## src/rtl/cci_mpf_prim_rob_rd_issue_pkg.sv

```systemverilog
// Shared types and ROB meta packing helpers for the read-ROB issue front end.
package cci_mpf_prim_rob_rd_issue_pkg;

  typedef logic [1:0] t_line_idx;

  typedef enum logic [0:0] {
    ISSUE_IDLE = 1'b0,
    ISSUE_BUSY = 1'b1
  } t_issue_state;

  // Meta is carried at a fixed maximum width; callers size-cast down to their own width.
  localparam int META_MAX_BITS = 64;

  typedef logic [META_MAX_BITS-1:0] t_meta_max;
  typedef logic [META_MAX_BITS+2:0] t_rob_meta_max;

  typedef struct packed {
    t_meta_max meta;
    t_line_idx line_idx;
    logic      eop;
  } t_rob_meta_fields;

  function automatic t_rob_meta_max pack_rob_meta(input t_meta_max meta,
                                                  input t_line_idx line_idx,
                                                  input logic      eop);
    return {meta, line_idx, eop};
  endfunction

  function automatic t_rob_meta_fields unpack_rob_meta(input t_rob_meta_max rob_meta);
    t_rob_meta_fields f;
    f.meta     = rob_meta[META_MAX_BITS+2:3];
    f.line_idx = rob_meta[2:1];
    f.eop      = rob_meta[0];
    return f;
  endfunction

endpackage

```

## src/rtl/cci_mpf_prim_rob_rd_issue_chk.sv

```systemverilog
// Protocol checks on the client, ROB and memory interfaces of the issue block.
module cci_mpf_prim_rob_rd_issue_chk #(
  parameter int N_ROB_ENTRIES = 32,
  parameter int MAX_LINES     = 4,
  parameter int TAG           = 5
) (
  input logic         clk,
  input logic         reset,
  input logic         req_en,
  input logic         req_rdy,
  input logic [1:0]   req_nlines,
  input logic         rob_enq_en,
  input logic         mem_req_valid,
  input logic         rob_not_full,
  input logic         rob_data_en,
  input logic [TAG:0] outstanding
);

  a_req_when_rdy: assert property (@(posedge clk) disable iff (reset)
    req_en |-> req_rdy) else $error("req_en while req_rdy=0");

  a_nlines_legal: assert property (@(posedge clk) disable iff (reset)
    req_en |-> (32'(req_nlines) < MAX_LINES)) else $error("req_nlines out of range");

  a_no_issue_full: assert property (@(posedge clk) disable iff (reset)
    rob_enq_en |-> rob_not_full) else $error("issue while ROB full");

  a_enq_eq_mem: assert property (@(posedge clk) disable iff (reset)
    rob_enq_en == mem_req_valid) else $error("rob_enq_en differs from mem_req_valid");

  a_no_underflow: assert property (@(posedge clk) disable iff (reset)
    (rob_data_en && !rob_enq_en) |-> (outstanding != {(TAG+1){1'b0}}))
    else $error("outstanding decrement at zero");

  a_no_overflow: assert property (@(posedge clk) disable iff (reset)
    32'(outstanding) <= N_ROB_ENTRIES) else $error("outstanding above ROB depth");

endmodule

```

## src/rtl/cci_mpf_prim_rob_rd_issue_rsp_reg.sv

```systemverilog
// Registered memory response stage feeding the ROB data port, plus the
// count of lines issued but not yet written back.
module cci_mpf_prim_rob_rd_issue_rsp_reg #(
  parameter int TAG         = 5,
  parameter int N_DATA_BITS = 512
) (
  input  logic                   clk,
  input  logic                   reset,
  input  logic                   issue,
  input  logic                   mem_rsp_valid,
  input  logic [TAG-1:0]         mem_rsp_tag,
  input  logic [N_DATA_BITS-1:0] mem_rsp_data,
  output logic                   rob_data_en,
  output logic [TAG-1:0]         rob_data_idx,
  output logic [N_DATA_BITS-1:0] rob_data,
  output logic [TAG:0]           outstanding
);

  localparam logic [TAG:0] CNT_ONE = {{TAG{1'b0}}, 1'b1};

  // One-cycle response register; memory has no backpressure so every beat lands
  always_ff @(posedge clk) begin
    if (reset) begin
      rob_data_en  <= 1'b0;
      rob_data_idx <= {TAG{1'b0}};
      rob_data     <= {N_DATA_BITS{1'b0}};
    end else begin
      rob_data_en  <= mem_rsp_valid;
      rob_data_idx <= mem_rsp_tag;
      rob_data     <= mem_rsp_data;
    end
  end

  // Lines in flight: issue adds one, a registered write-back removes one
  always_ff @(posedge clk) begin
    if (reset) begin
      outstanding <= {(TAG+1){1'b0}};
    end else begin
      case ({issue, rob_data_en})
        2'b10:   outstanding <= outstanding + CNT_ONE;
        2'b01:   outstanding <= outstanding - CNT_ONE;
        default: outstanding <= outstanding;
      endcase
    end
  end

endmodule

```

## src/rtl/cci_mpf_prim_rob_rd_issue.sv

```systemverilog
// Splits multi-line client reads into per-line memory requests tagged by ROB index.
// Optional counters are enabled with CCI_MPF_PRIM_ROB_RD_ISSUE_STATS_EN.
module cci_mpf_prim_rob_rd_issue
  import cci_mpf_prim_rob_rd_issue_pkg::*;
#(
  parameter int N_ROB_ENTRIES      = 32,
  parameter int N_ADDR_BITS        = 42,
  parameter int N_DATA_BITS        = 512,
  parameter int N_CLIENT_META_BITS = 8,
  parameter int MAX_LINES          = 4,
  parameter int TAG                = $clog2(N_ROB_ENTRIES)
) (
  input  logic                          clk,
  input  logic                          reset,
  input  logic                          req_en,
  input  logic [N_ADDR_BITS-1:0]        req_addr,
  input  logic [1:0]                    req_nlines,
  input  logic [N_CLIENT_META_BITS-1:0] req_meta,
  output logic                          req_rdy,
  output logic                          rob_enq_en,
  output logic [N_CLIENT_META_BITS+2:0] rob_enq_meta,
  input  logic                          rob_not_full,
  input  logic [TAG-1:0]                rob_enq_idx,
  output logic                          mem_req_valid,
  output logic [N_ADDR_BITS-1:0]        mem_req_addr,
  output logic [TAG-1:0]                mem_req_tag,
  input  logic                          mem_req_almost_full,
  input  logic                          mem_rsp_valid,
  input  logic [TAG-1:0]                mem_rsp_tag,
  input  logic [N_DATA_BITS-1:0]        mem_rsp_data,
  output logic                          rob_data_en,
  output logic [TAG-1:0]                rob_data_idx,
  output logic [N_DATA_BITS-1:0]        rob_data,
`ifdef CCI_MPF_PRIM_ROB_RD_ISSUE_STATS_EN
  output logic [31:0]                   stat_lines,
  output logic [31:0]                   stat_stall_cycles,
`endif
  output logic [TAG:0]                  outstanding
);

  t_issue_state                  state_r;
  logic                          armed_r;
  logic [N_ADDR_BITS-1:0]        base_r;
  logic [N_CLIENT_META_BITS-1:0] meta_r;
  t_line_idx                     line_idx_r;
  t_line_idx                     remaining_r;

  logic issue_ok_s;
  logic issue_s;
  logic eop_s;
  logic accept_s;

  // Issue decision; armed_r holds off issue during the capture cycle
  always_comb begin
    issue_ok_s = rob_not_full && !mem_req_almost_full;
    issue_s    = (state_r == ISSUE_BUSY) && armed_r && issue_ok_s;
    eop_s      = (remaining_r == 2'd0);
    if (state_r == ISSUE_IDLE) begin
      req_rdy = 1'b1;
    end else begin
      req_rdy = issue_s && eop_s;
    end
    accept_s = req_en && req_rdy;
  end

  assign rob_enq_en    = issue_s;
  assign mem_req_valid = issue_s;
  assign mem_req_tag   = rob_enq_idx;
  assign mem_req_addr  = base_r + N_ADDR_BITS'(line_idx_r);
  assign rob_enq_meta  = (N_CLIENT_META_BITS+3)'(
                           pack_rob_meta(t_meta_max'(meta_r), line_idx_r, eop_s));

  // Request capture and per-line walk
  always_ff @(posedge clk) begin
    if (reset) begin
      state_r     <= ISSUE_IDLE;
      armed_r     <= 1'b0;
      base_r      <= {N_ADDR_BITS{1'b0}};
      meta_r      <= {N_CLIENT_META_BITS{1'b0}};
      line_idx_r  <= 2'd0;
      remaining_r <= 2'd0;
    end else begin
      armed_r <= 1'b1;
      case (state_r)
        ISSUE_IDLE: begin
          if (accept_s) begin
            state_r     <= ISSUE_BUSY;
            armed_r     <= 1'b0;
            base_r      <= req_addr;
            meta_r      <= req_meta;
            line_idx_r  <= 2'd0;
            remaining_r <= req_nlines;
          end
        end
        ISSUE_BUSY: begin
          if (issue_s) begin
            if (!eop_s) begin
              line_idx_r  <= line_idx_r + 2'd1;
              remaining_r <= remaining_r - 2'd1;
            end else if (accept_s) begin
              armed_r     <= 1'b0;
              base_r      <= req_addr;
              meta_r      <= req_meta;
              line_idx_r  <= 2'd0;
              remaining_r <= req_nlines;
            end else begin
              state_r <= ISSUE_IDLE;
            end
          end
        end
        default: state_r <= ISSUE_IDLE;
      endcase
    end
  end

  cci_mpf_prim_rob_rd_issue_rsp_reg #(
    .TAG         (TAG),
    .N_DATA_BITS (N_DATA_BITS)
  ) rsp_reg (
    .clk           (clk),
    .reset         (reset),
    .issue         (issue_s),
    .mem_rsp_valid (mem_rsp_valid),
    .mem_rsp_tag   (mem_rsp_tag),
    .mem_rsp_data  (mem_rsp_data),
    .rob_data_en   (rob_data_en),
    .rob_data_idx  (rob_data_idx),
    .rob_data      (rob_data),
    .outstanding   (outstanding)
  );

  cci_mpf_prim_rob_rd_issue_chk #(
    .N_ROB_ENTRIES (N_ROB_ENTRIES),
    .MAX_LINES     (MAX_LINES),
    .TAG           (TAG)
  ) chk (
    .clk           (clk),
    .reset         (reset),
    .req_en        (req_en),
    .req_rdy       (req_rdy),
    .req_nlines    (req_nlines),
    .rob_enq_en    (rob_enq_en),
    .mem_req_valid (mem_req_valid),
    .rob_not_full  (rob_not_full),
    .rob_data_en   (rob_data_en),
    .outstanding   (outstanding)
  );

`ifdef CCI_MPF_PRIM_ROB_RD_ISSUE_STATS_EN
  // Saturating activity counters
  always_ff @(posedge clk) begin
    if (reset) begin
      stat_lines        <= 32'd0;
      stat_stall_cycles <= 32'd0;
    end else begin
      if (issue_s && (stat_lines != 32'hFFFF_FFFF)) begin
        stat_lines <= stat_lines + 32'd1;
      end
      if ((state_r == ISSUE_BUSY) && !issue_ok_s && (stat_stall_cycles != 32'hFFFF_FFFF)) begin
        stat_stall_cycles <= stat_stall_cycles + 32'd1;
      end
    end
  end
`endif

endmodule

```

## config.mk

```make
export PLATFORM = sky130hd
export DESIGN_NAME = cci_mpf_prim_rob_rd_issue
export DESIGN_NICKNAME = d
export VERILOG_FILES = /design/src/rtl/cci_mpf_prim_rob_rd_issue_pkg.sv /design/src/rtl/cci_mpf_prim_rob_rd_issue_chk.sv /design/src/rtl/cci_mpf_prim_rob_rd_issue_rsp_reg.sv /design/src/rtl/cci_mpf_prim_rob_rd_issue.sv
export SDC_FILE = /design/constraint.sdc
export NUM_CORES = 1
export LEC_CHECK = 0
export ABC_CLOCK_PERIOD_IN_PS = 9000
export BUFFER_PORTS_ARGS = -buffer_cell sky130_fd_sc_hd__buf_2
export CAP_MARGIN = 40
export CORE_AREA = 2 2 454 456
export DETAILED_ROUTE_END_ITERATION = 10
export DIE_AREA = 0 0 456 458
export MAX_ROUTING_LAYER = met4
export PLACE_DENSITY = 0.3
export SLEW_MARGIN = 20
export SYNTH_ARGS = -nofsm -noshare
export SYNTH_HDL_FRONTEND = slang
export SYNTH_SLANG_ARGS = --single-unit
```

## constraint.sdc

```tcl
create_clock -name clk -period 9 [get_ports clk]
set_input_delay 2.7 -clock clk [delete_from_list [all_inputs] [get_ports clk]]
set_output_delay 2.7 -clock clk [all_outputs]
set_load 0.05 [all_outputs]
```

==> After elaboration in Yosys (flattened, before gate mapping) <==
Index checks and enable logic that the tools add are counted.
{ "word_totals": {"register_bits": 580, "input_bits": 580, "elab_cells": 55} }
{ "op_classes": {"n_addsub": 5, "n_eq_ne": 4, "muxes": 26, "bitwise_logic": 1, "reduce_logical": 9} }
{ "ops": {"columns": ["op", "count"], "rows": [
  ["two-way mux 42 bit", 3],
  ["one-hot mux 42 bit (2 select lines)", 1],
  ["adder 42 x 2 -> 42 bit", 1],
  ["two-way mux 8 bit", 3],
  ["one-hot mux 8 bit (2 select lines)", 1],
  ["two-way mux 2 bit", 6],
  ["one-hot mux 6 bit (2 select lines)", 1],
  ["one-hot mux 2 bit (2 select lines)", 2],
  ["two-way mux 1 bit", 7],
  ["adder 6 x 1 -> 6 bit, second input constant", 1],
  ["subtractor 6 x 1 -> 6 bit, second input constant", 1],
  ["logical AND 1 bit", 5],
  ["!= test 2 x 1 -> 1 bit, second input constant", 2],
  ["one-hot mux 1 bit (2 select lines)", 2],
  ["adder 2 x 1 -> 2 bit, second input constant", 1],
  ["equality test 2 x 1 -> 1 bit, second input constant", 1],
  ["equality test 2 bit, second input constant", 1],
  ["logical NOT 2 bit", 1],
  ["AND reduction 2 bit", 1],
  ["nonzero test 2 bit", 1],
  ["subtractor 2 x 1 -> 2 bit, second input constant", 1],
  ["logical NOT 1 bit", 1],
  ["NOT 1 bit", 1]
]} }

==> Longest topological paths before layout <==
Gate-level depths: netlist (run 1).
{ "logic_depth": {"word_depth": 10, "ltp_mapped": 9, "ltp_nobuf": 8} }

==> Modules after synthesis <==
A second synthesis (run 1) with hierarchy kept.
{ "unflattened": {"hier_cells": 1563, "hier_area_um2": 17554.3} }
{ "modules_own_cells": {"columns": ["module", "n_inst", "cells_each", "area_per_inst_um2"], "rows": [
  ["cci_mpf_prim_rob_rd_issue_rsp_reg", 1, 1166, 14402.6],
  ["cci_mpf_prim_rob_rd_issue", 1, 397, 3151.8]
]} }

==> Worst setup path before layout (run 1) <==
OpenSTA, ideal clock, no wires.
{ "synth_path": {"kind": "input -> output", "start": "in mem_req_almost_full", "end": "out req_rdy", "arrival_time_ns": 3.896, "slack_ns": 2.404, "path_stages": 4, "path_cell_list": "nand4bb_1 > o21a_1 > inv_2 > clkbuf_1"} }
{ "synth_between": {"elab_chain_cells": 5} }
{ "synth_lines": {"columns": ["element", "line", "text"], "rows": [
  ["start: declaration", "cci_mpf_prim_rob_rd_issue.sv:27", "input logic mem_req_almost_full,"],
  ["logical NOT 1 bit", "cci_mpf_prim_rob_rd_issue.sv:55", "issue_ok_s = rob_not_full && !mem_req_almost_full;"],
  ["logical AND 1 bit", "cci_mpf_prim_rob_rd_issue.sv:55", null],
  ["logical AND 1 bit", "cci_mpf_prim_rob_rd_issue.sv:56", "issue_s = (state_r == ISSUE_BUSY) && armed_r && issue_ok_s;"],
  ["logical AND 1 bit", "cci_mpf_prim_rob_rd_issue.sv:61", "req_rdy = issue_s && eop_s;"],
  ["two-way mux 1 bit", "cci_mpf_prim_rob_rd_issue.sv:58", "if (state_r == ISSUE_IDLE) begin"],
  ["end: declaration", "cci_mpf_prim_rob_rd_issue.sv:19", "output logic req_rdy,"]
]} }
No other way between the ends.

==> Final worst setup path (run 1) <==
{ "layout_path": {"start": "in mem_req_almost_full", "end": "out rob_enq_en"} }
{ "layout_between": {"elab_chain_cells": 3} }
{ "layout_lines": {"columns": ["element", "line", "text"], "rows": [
  ["logical NOT 1 bit", "cci_mpf_prim_rob_rd_issue.sv:55", null],
  ["logical AND 1 bit", "cci_mpf_prim_rob_rd_issue.sv:55", null],
  ["logical AND 1 bit", "cci_mpf_prim_rob_rd_issue.sv:56", null],
  ["end: declaration", "cci_mpf_prim_rob_rd_issue.sv:20", "output logic rob_enq_en,"]
]} }
No other way between the ends.

==> results of run 1 <==
power by group through the flow:
stage / clock network (mW) / registers, mW / logic [mW]
detailed placement: 0 / 2.83 / 1.11
global route: 3.59 / 2.79 / 1.14
CTS: 3.50 / 2.77 / 1.11
global placement: 0 / 2.83 / 1.11
floorplan: 0 / 3.26 / 0.211
finish: 3.33 / 2.77 / 1.08
final cells by class:
cell class / instances / share of cell area [%]
Antenna cell: 36 / 0.3087
Clock buffer: 116 / 7.915
Clock inverter: 26 / 1.351
Inverter: 6 / 0.07718
Multi-Input combinational cell: 859 / 18.48
Sequential cell: 580 / 39.79
Tap cell: 2688 / 11.53
Timing Repair Buffer: 1176 / 20.56
how the worst max path moves through the flow:
stage	start	end	slack (ns)	cells after the start
after floorplan	mem_req_almost_full	req_rdy	2.40	4
after global placement	mem_req_almost_full	rob_enq_en	2.31	4
after detailed placement	mem_req_almost_full	rob_enq_en	2.29	4
after CTS	mem_req_almost_full	rob_enq_en	2.29	4
after global routing	mem_req_almost_full	rob_enq_en	2.17	4
final	mem_req_almost_full	rob_enq_en	2.31	4
critical path: cells and delay by family:
family | cells | cell delay (ns)
buffers and inverters | 3 | 0.96
AND/OR/NAND/NOR | 1 | 0.32
flip-flops by register name (all words and copies together) (netlist names), 2 cells and up:
signal,flops
rsp_reg.rob_data_idx,5
rsp_reg.rob_data,512
line_idx_r,2
remaining_r,2
rsp_reg.outstanding,6
base_r,42
meta_r,8
routing by layer:
| layer | routed length [um] | vias up | track usage (%) |
|---|---|---|---|
| met5 | 0 | - | - |
| met4 | 3928 | 0 | 4.118 |
| met3 | 9032 | 259 | 3.702 |
| met2 | 68280 | 714 | 21.95 |
| met1 | 48700 | 7351 | 12.89 |
| li1 | - | 7288 | - |
layout by cell type (no fill, tap or decap), drive strengths merged, types with 2 or more instances in the layout:
| cell type | instances |
|---|---|
| a31oi | 2 |
| buf | 1176 |
| a32oi | 2 |
| nand2b | 2 |
| and3 | 5 |
| a22oi | 2 |
| nor4 | 15 |
| inv | 8 |
| xor2 | 25 |
| dfxtp | 580 |
| xnor2 | 20 |
| a21o | 2 |
| clkinv | 15 |
| o21ai | 53 |
| clkinvlp | 3 |
| and4 | 5 |
| nor2b | 524 |
| nand3 | 67 |
| mux2 | 4 |
| nor2 | 18 |
| bufinv | 6 |
| or3 | 3 |
| ha | 5 |
| nor3 | 10 |
| clkbuf | 116 |
| diode | 36 |
| a21oi | 56 |
| nand2 | 16 |
| nand4 | 9 |
logic make-up (layout without fill, tap and decap cells):
group | count (synthesis) | in the layout | synth area share (%)
and+or+nand+nor | 683 | 683 | 24.24
DFF | 580 | 580 | 66.52
AOI/OAI and AO/OA | 120 | 120 | 3.598
buffers and inverters | 111 | 1324 | 2.595
xor gates and xnor gates | 45 | 45 | 2.258
adders and majority gates | 6 | 6 | 0.4731
muxes | 5 | 5 | 0.3154
other | 0 | 36 | 0
==> summary.txt, run 1 <==
crit path time final - 6.688 ns
sum of routed wire length over all layers - 129900 um
flip-flop and latch area - 11610 sq um
Post-CTS Setup Inserts - 0
kind of start point of the critical path - input port
Reg-to-Reg End - rsp_reg.outstanding[4]
post-layout power - 7.186 mW
unrepaired setup endpoints after global routing - no
# H-tree levels - 3
power share of the combinational group - 15.1%
commonest cells in the netlist - sky130_fd_sc_hd__dfxtp_1, sky130_fd_sc_hd__nor2b_1, sky130_fd_sc_hd__clkbuf_1
CP max stage delay - 0.46 ns
instance count of the mapped netlist - 1550
Crit Reg-Reg Startpoint - state_r
hold-critical path depth - 2
post-detailed-placement half-perimeter wirelength - 109200 um
ys flop type - sky130_fd_sc_hd__dfxtp_1
Worst slew margin - 39.04%
Initial Util - 8.567%
internal power contribution - 4.944 mW
largest voltage drop on the vdd net - 0.1402 mV
period utilization - 74.31%
via count normalized by instance count - 2.845
number of resized instances in the post-cts repair step - 0
switching share of power - 31.20%
multi-input combinational cell area - 5391 sq um
share of synthesized flip-flops with an asynchronous set or reset - 0%
iteration count of the initial detailed-routing pass - 5
worst hold path startpoint - meta_r[6]
cell count after placement - 5308
Final Skew - 0.02146 ns
initial antenna violation count - 119
Setup TNS - 0 ns
CP Max Fanout - 6
cell accounting for the most synthesized area - sky130_fd_sc_hd__dfxtp_1
status - finished clean
static leakage - 13.17 nW
flip-flop and latch count after synthesis - 580
Iteration-0 DRC Markers - 770
Routed Antenna Nets - 0
routed wire length per instance - 23.68 um
number of maximum-capacitance violations - 0
register-to-register path setup slack - 6.33 ns
critical path start-end classification - input port to primary output
layout-stage area growth over the synthesis result - 67.17%
overall die width - 456 um
number of enable flip-flop cells after synthesis - 0
final core utilization - 14.32%
switching power summed over all nets - 2.242 mW
Yosys cell types - 46
slew at the pin closest to its max-slew limit - 0.9125 ns
total routing usage reported by global routing - 12.32%
cells on worst reg2reg path - 8
cell with the most instances on the worst path - sky130_fd_sc_hd__buf_2
quantity of hold-fixing buffers added after cts - 0
detailed-route via count - 15610
maximum count of clock buffers along a single path - 3
area of the core - 203800 sq um
num ports - 1165
worst endpoint required time - 6.30 ns
largest net degree at the start of global routing - 117
class of the tightest hold or removal check - flop to flop
Worst Hold End - meta_r[6]
residual DRC count - 0
yosys synthesis warning count - 0
worst hold slack - 0.4768 ns
main area contributors after synthesis - sky130_fd_sc_hd__dfxtp_1, sky130_fd_sc_hd__nor2b_1, sky130_fd_sc_hd__clkbuf_1
first-pass GRT wire length - 161900 um
Die Height - 458 um
worst setup slack after layout - 2.312 ns
average instance area after synthesis - 11.26 sq um
share of Yosys cell area claimed by the top area cell type - 66.52%
worst-case setup slack after placement - 2.290 ns
final max-slew violation count - 0
share of the yosys chip area belonging to registers - 66.52%
highest-delay cell along the critical path - sky130_fd_sc_hd__inv_1
area of all placed cells without fillers - 29180 sq um
final setup violation count - 0
gp weighted congestion - 0.9066
post-route non-filler standard cell count - 5487
most instantiated library cell after synthesis - sky130_fd_sc_hd__dfxtp_1
GRT Residual Overflow - 0
post-synth net total - 2136
CTS tree - yes
die outline area - 208800 sq um
kind of end point of the critical path - primary output
count of port buffers added during placement - 1154
crit path DAT - 3.99 ns
list of cells traversed by the critical path - buf_2, nand4b_1, inv_1, buf_2
CTS sink count - 580
clock latency reported for the late side of the worst-skew pair - 0.70 ns
Site Rows - 166
share of cells above drive strength 1 - 47.74%
number of nets in the final layout - 3290
vias in the first global route - 15770
total power density per cell area - 246.3 nW/um^2
Root Driver - sky130_fd_sc_hd__clkbuf_16
TritonCTS Buffers - 81
final number of hold-violating endpoints - 0
Clock power frac - 46.3%
sequential fraction of design power - 38.6%
total of fill cells in the finished design - 23290
DP Area - 26380 sq um
upper clock frequency limit - 0.1495 GHz
clock slew at the register clock pins of the worst setup and hold paths - 0.05 ns
combined area of all synthesized cells - 17460 sq um
Power figures use the tool's default switching activity.
==> run 2, diff against run 1 <==
Settings changed: ABC_AREA from default to 1, ABC_CLOCK_PERIOD_IN_PS 9000 to 6600, CORE_AREA 2 2 454 456 to 2 2 453 455, DIE_AREA 0 0 456 458 to 0 0 455 457.
Clock period 9 ns to 6.6 ns, I/O delays scaled along.
==> run 2 against run 1 <==
Power up 43%. Wire length up 13%. Global-route usage up 1.8 points. First-iteration DRC count up 20%. Clock skew down 0.0032 ns. Design area up 3.3%. Sequential power up 38%. Critical path type is now flop to primary output. Largest cell class unchanged. Largest power group unchanged.
==> summary.txt, run 2 <==
worst endpoint required time - 4.62 ns
routed wire length per instance - 23.98 um
# H-tree levels - 3
final core utilization - 14.83%
quantity of hold-fixing buffers added after cts - 0
status - finished clean
GRT Residual Overflow - 0
share of cells above drive strength 1 - 38.73%
Biggest register - rsp_reg.rob_data
number of resized instances in the post-cts repair step - 0
crit path time final - 5.655 ns
Die Height - 457 um
num ports - 1165
CTS sink count - 580
cell accounting for the most synthesized area - sky130_fd_sc_hd__dfxtp_1
highest-delay cell along the critical path - sky130_fd_sc_hd__nor2_1
via count normalized by instance count - 3.001
xor/xnor cell area share of the yosys netlist - 2.066%
Root Driver - sky130_fd_sc_hd__clkbuf_16
combined area of all synthesized cells - 18230 sq um
largest voltage drop on the vdd net - 0.1819 mV
period utilization - 85.68%
list of cells traversed by the critical path - ha_1, fa_1, inv_1, nor2_2, inv_1, nor2_4, inv_2, nor2_1, nand3_1, xor2_1, buf_2
Compound-Gate Fraction of Synth Area - 2.965%
number of maximum-capacitance violations - 0
total power density per cell area - 340.9 nW/um^2
ys flop type - sky130_fd_sc_hd__dfxtp_1
share of Yosys cell area claimed by the top area cell type - 63.69%
Setup TNS - 0 ns
share of synthesized cell area in and, or, nand and nor gates - 16.61%
buffering stage count on the worst path with inverters included - 4
most frequent standard cell in the layout excluding fill and tap cells - sky130_fd_sc_hd__buf_2
registers with the most flip-flops - rsp_reg.rob_data (512), base_r (42), meta_r (8)
flip-flop and latch count after synthesis - 580
total routing usage reported by global routing - 14.09%
instance count of the mapped netlist - 2174
die outline area - 207900 sq um
CTS tree - yes
unrepaired setup endpoints after global routing - no
final max-slew violation count - 0
Initial Util - 8.965%
post-synth net total - 2760
post-synthesis mux area share - 0%
post-detailed-placement half-perimeter wirelength - 126400 um
Yosys cell types - 32
share of the yosys chip area belonging to registers - 63.69%
worst-case setup slack after placement - 1.254 ns
crit path DAT - 3.67 ns
first-pass GRT wire length - 186200 um
class of the tightest hold or removal check - flop to flop
clock slew at the register clock pins of the worst setup and hold paths - 0.06 ns
CP max stage delay - 0.47 ns
gp weighted congestion - 0.9467
upper clock frequency limit - 0.1768 GHz
CP Max Fanout - 5
max reg flops - 512
critical path start-end classification - flop to primary output
worst hold slack - 0.4658 ns
number of enable flip-flop cells after synthesis - 0
final number of hold-violating endpoints - 0
Worst slew margin - 36.51%
detailed-route via count - 18380
final setup violation count - 0
main area contributors after synthesis - sky130_fd_sc_hd__dfxtp_1, sky130_fd_sc_hd__inv_1, sky130_fd_sc_hd__nor2_1
post-synthesis adder-cell area fraction - 0.4530%
kind of start point of the critical path - flop
dominant combinational cell family by area after synthesis - simple AND/OR/NAND/NOR gates
sum of routed wire length over all layers - 146800 um
number of nets in the final layout - 3925
clock latency reported for the late side of the worst-skew pair - 0.71 ns
layout-stage area growth over the synthesis result - 65.43%
slew at the pin closest to its max-slew limit - 0.9523 ns
commonest cells in the netlist - sky130_fd_sc_hd__inv_1, sky130_fd_sc_hd__dfxtp_1, sky130_fd_sc_hd__nor2_1
vias in the first global route - 18690
residual DRC count - 0
yosys synthesis warning count - 0
cell with the most instances on the worst path - sky130_fd_sc_hd__inv_1
Iteration-0 DRC Markers - 925
Final Skew - 0.01827 ns
share of synthesized flip-flops with an asynchronous set or reset - 0%
most frequent cells in the layout - sky130_fd_sc_hd__buf_2, sky130_fd_sc_hd__inv_1, sky130_fd_sc_hd__dfxtp_1
worst setup slack after layout - 0.9453 ns
maximum count of clock buffers along a single path - 3
initial antenna violation count - 127
Post-CTS Setup Inserts - 0
Routed Antenna Nets - 0
total of fill cells in the finished design - 23630
kind of end point of the critical path - primary output
cell family with the largest share of critical-path delay - simple AND/OR/NAND/NOR gates
iteration count of the initial detailed-routing pass - 5
area of the core - 203300 sq um
post-layout power - 10.28 mW
TritonCTS Buffers - 83
overall die width - 455 um
average instance area after synthesis - 8.385 sq um
Site Rows - 166
count of port buffers added during placement - 1154
static leakage - 16.04 nW
most instantiated library cell after synthesis - sky130_fd_sc_hd__inv_1
largest net degree at the start of global routing - 150
-- run 2: changes by cell type after synthesis, moves of 16 or more --
| cell | before | now |
|---|---|---|
| sky130_fd_sc_hd__xor2_1 | 25 | 41 |
| sky130_fd_sc_hd__inv_1 | 5 | 586 |
| sky130_fd_sc_hd__clkbuf_1 | 90 | 70 |
| sky130_fd_sc_hd__nand2_1 | 16 | 118 |
| sky130_fd_sc_hd__nor2_1 | 18 | 568 |
| sky130_fd_sc_hd__xnor2_1 | 20 | 2 |
| sky130_fd_sc_hd__nor2b_1 | 524 | 0 |
| sky130_fd_sc_hd__nand3_1 | 67 | 41 |
-- run 2: path summary, 6_finish.rpt --
kind	start	endpoint	slack (ns)	depth (start not counted)
worst max-delay path	line_idx_r[0]	mem_req_addr[40]	0.95	11
worst min-delay path	meta_r[1]	meta_r[1]	0.47	2
worst max register to register	state_r	rsp_reg.outstanding[4]	3.97	16
worst min register to register	meta_r[1]	meta_r[1]	0.47	2
-- run 2: power by group --
part / switching, mW / internal, mW
sequential: 0.107 / 3.70
clock: 1.97 / 2.86
combinational: 1.28 / 0.363
total: 3.36 / 6.92
-- run 2: cell families (layout without fill, tap and decap cells) --
kind of cell | Yosys count | after routing
XOR/XNOR | 43 | 43
AO/OA/AOI/OAI | 106 | 106
buffers and inverters | 673 | 1902
adder cells (fa/ha/maj) | 6 | 6
flip-flops | 580 | 580
AND/OR/NAND/NOR | 766 | 766
other | 0 | 33
-- run 2: stage by stage --
stage | cells | instance area (sq um)
after global routing | 6098 | 30090
after detailed placement | 5942 | 27160
after CTS | 6091 | 30080
after floorplan | 2174 | 18230
final | 6124 | 30160
after global placement | 5940 | 27110
-- run 2: layer usage --
metal	up-vias	track usage (%)	wire, um
met5	-	-	0
met4	0	3.515	4010
met3	296	3.917	11270
met2	921	21.45	64680
met1	8636	18.26	66880
li1	8523	-	-
-- run 2: area by class of cell --
class | instances | area [sq um] | share of cell area, %
Sequential cell | 580 | 11610 | 38.50
Tap cell | 2688 | 3363 | 11.15
Clock buffer | 101 | 2255 | 7.476
Antenna cell | 33 | 82.58 | 0.2738
Inverter | 588 | 2207 | 7.319
Clock inverter | 48 | 660.6 | 2.191
Timing Repair Buffer | 1165 | 5951 | 19.73
Multi-Input combinational cell | 921 | 4028 | 13.36
-- run 2: worst min-delay path, cell delays in order (launching register included) --
cell and delay, ns:
sky130_fd_sc_hd__dfxtp_1 0.31, sky130_fd_sc_hd__nand2_1 0.06, sky130_fd_sc_hd__a21oi_1 0.05
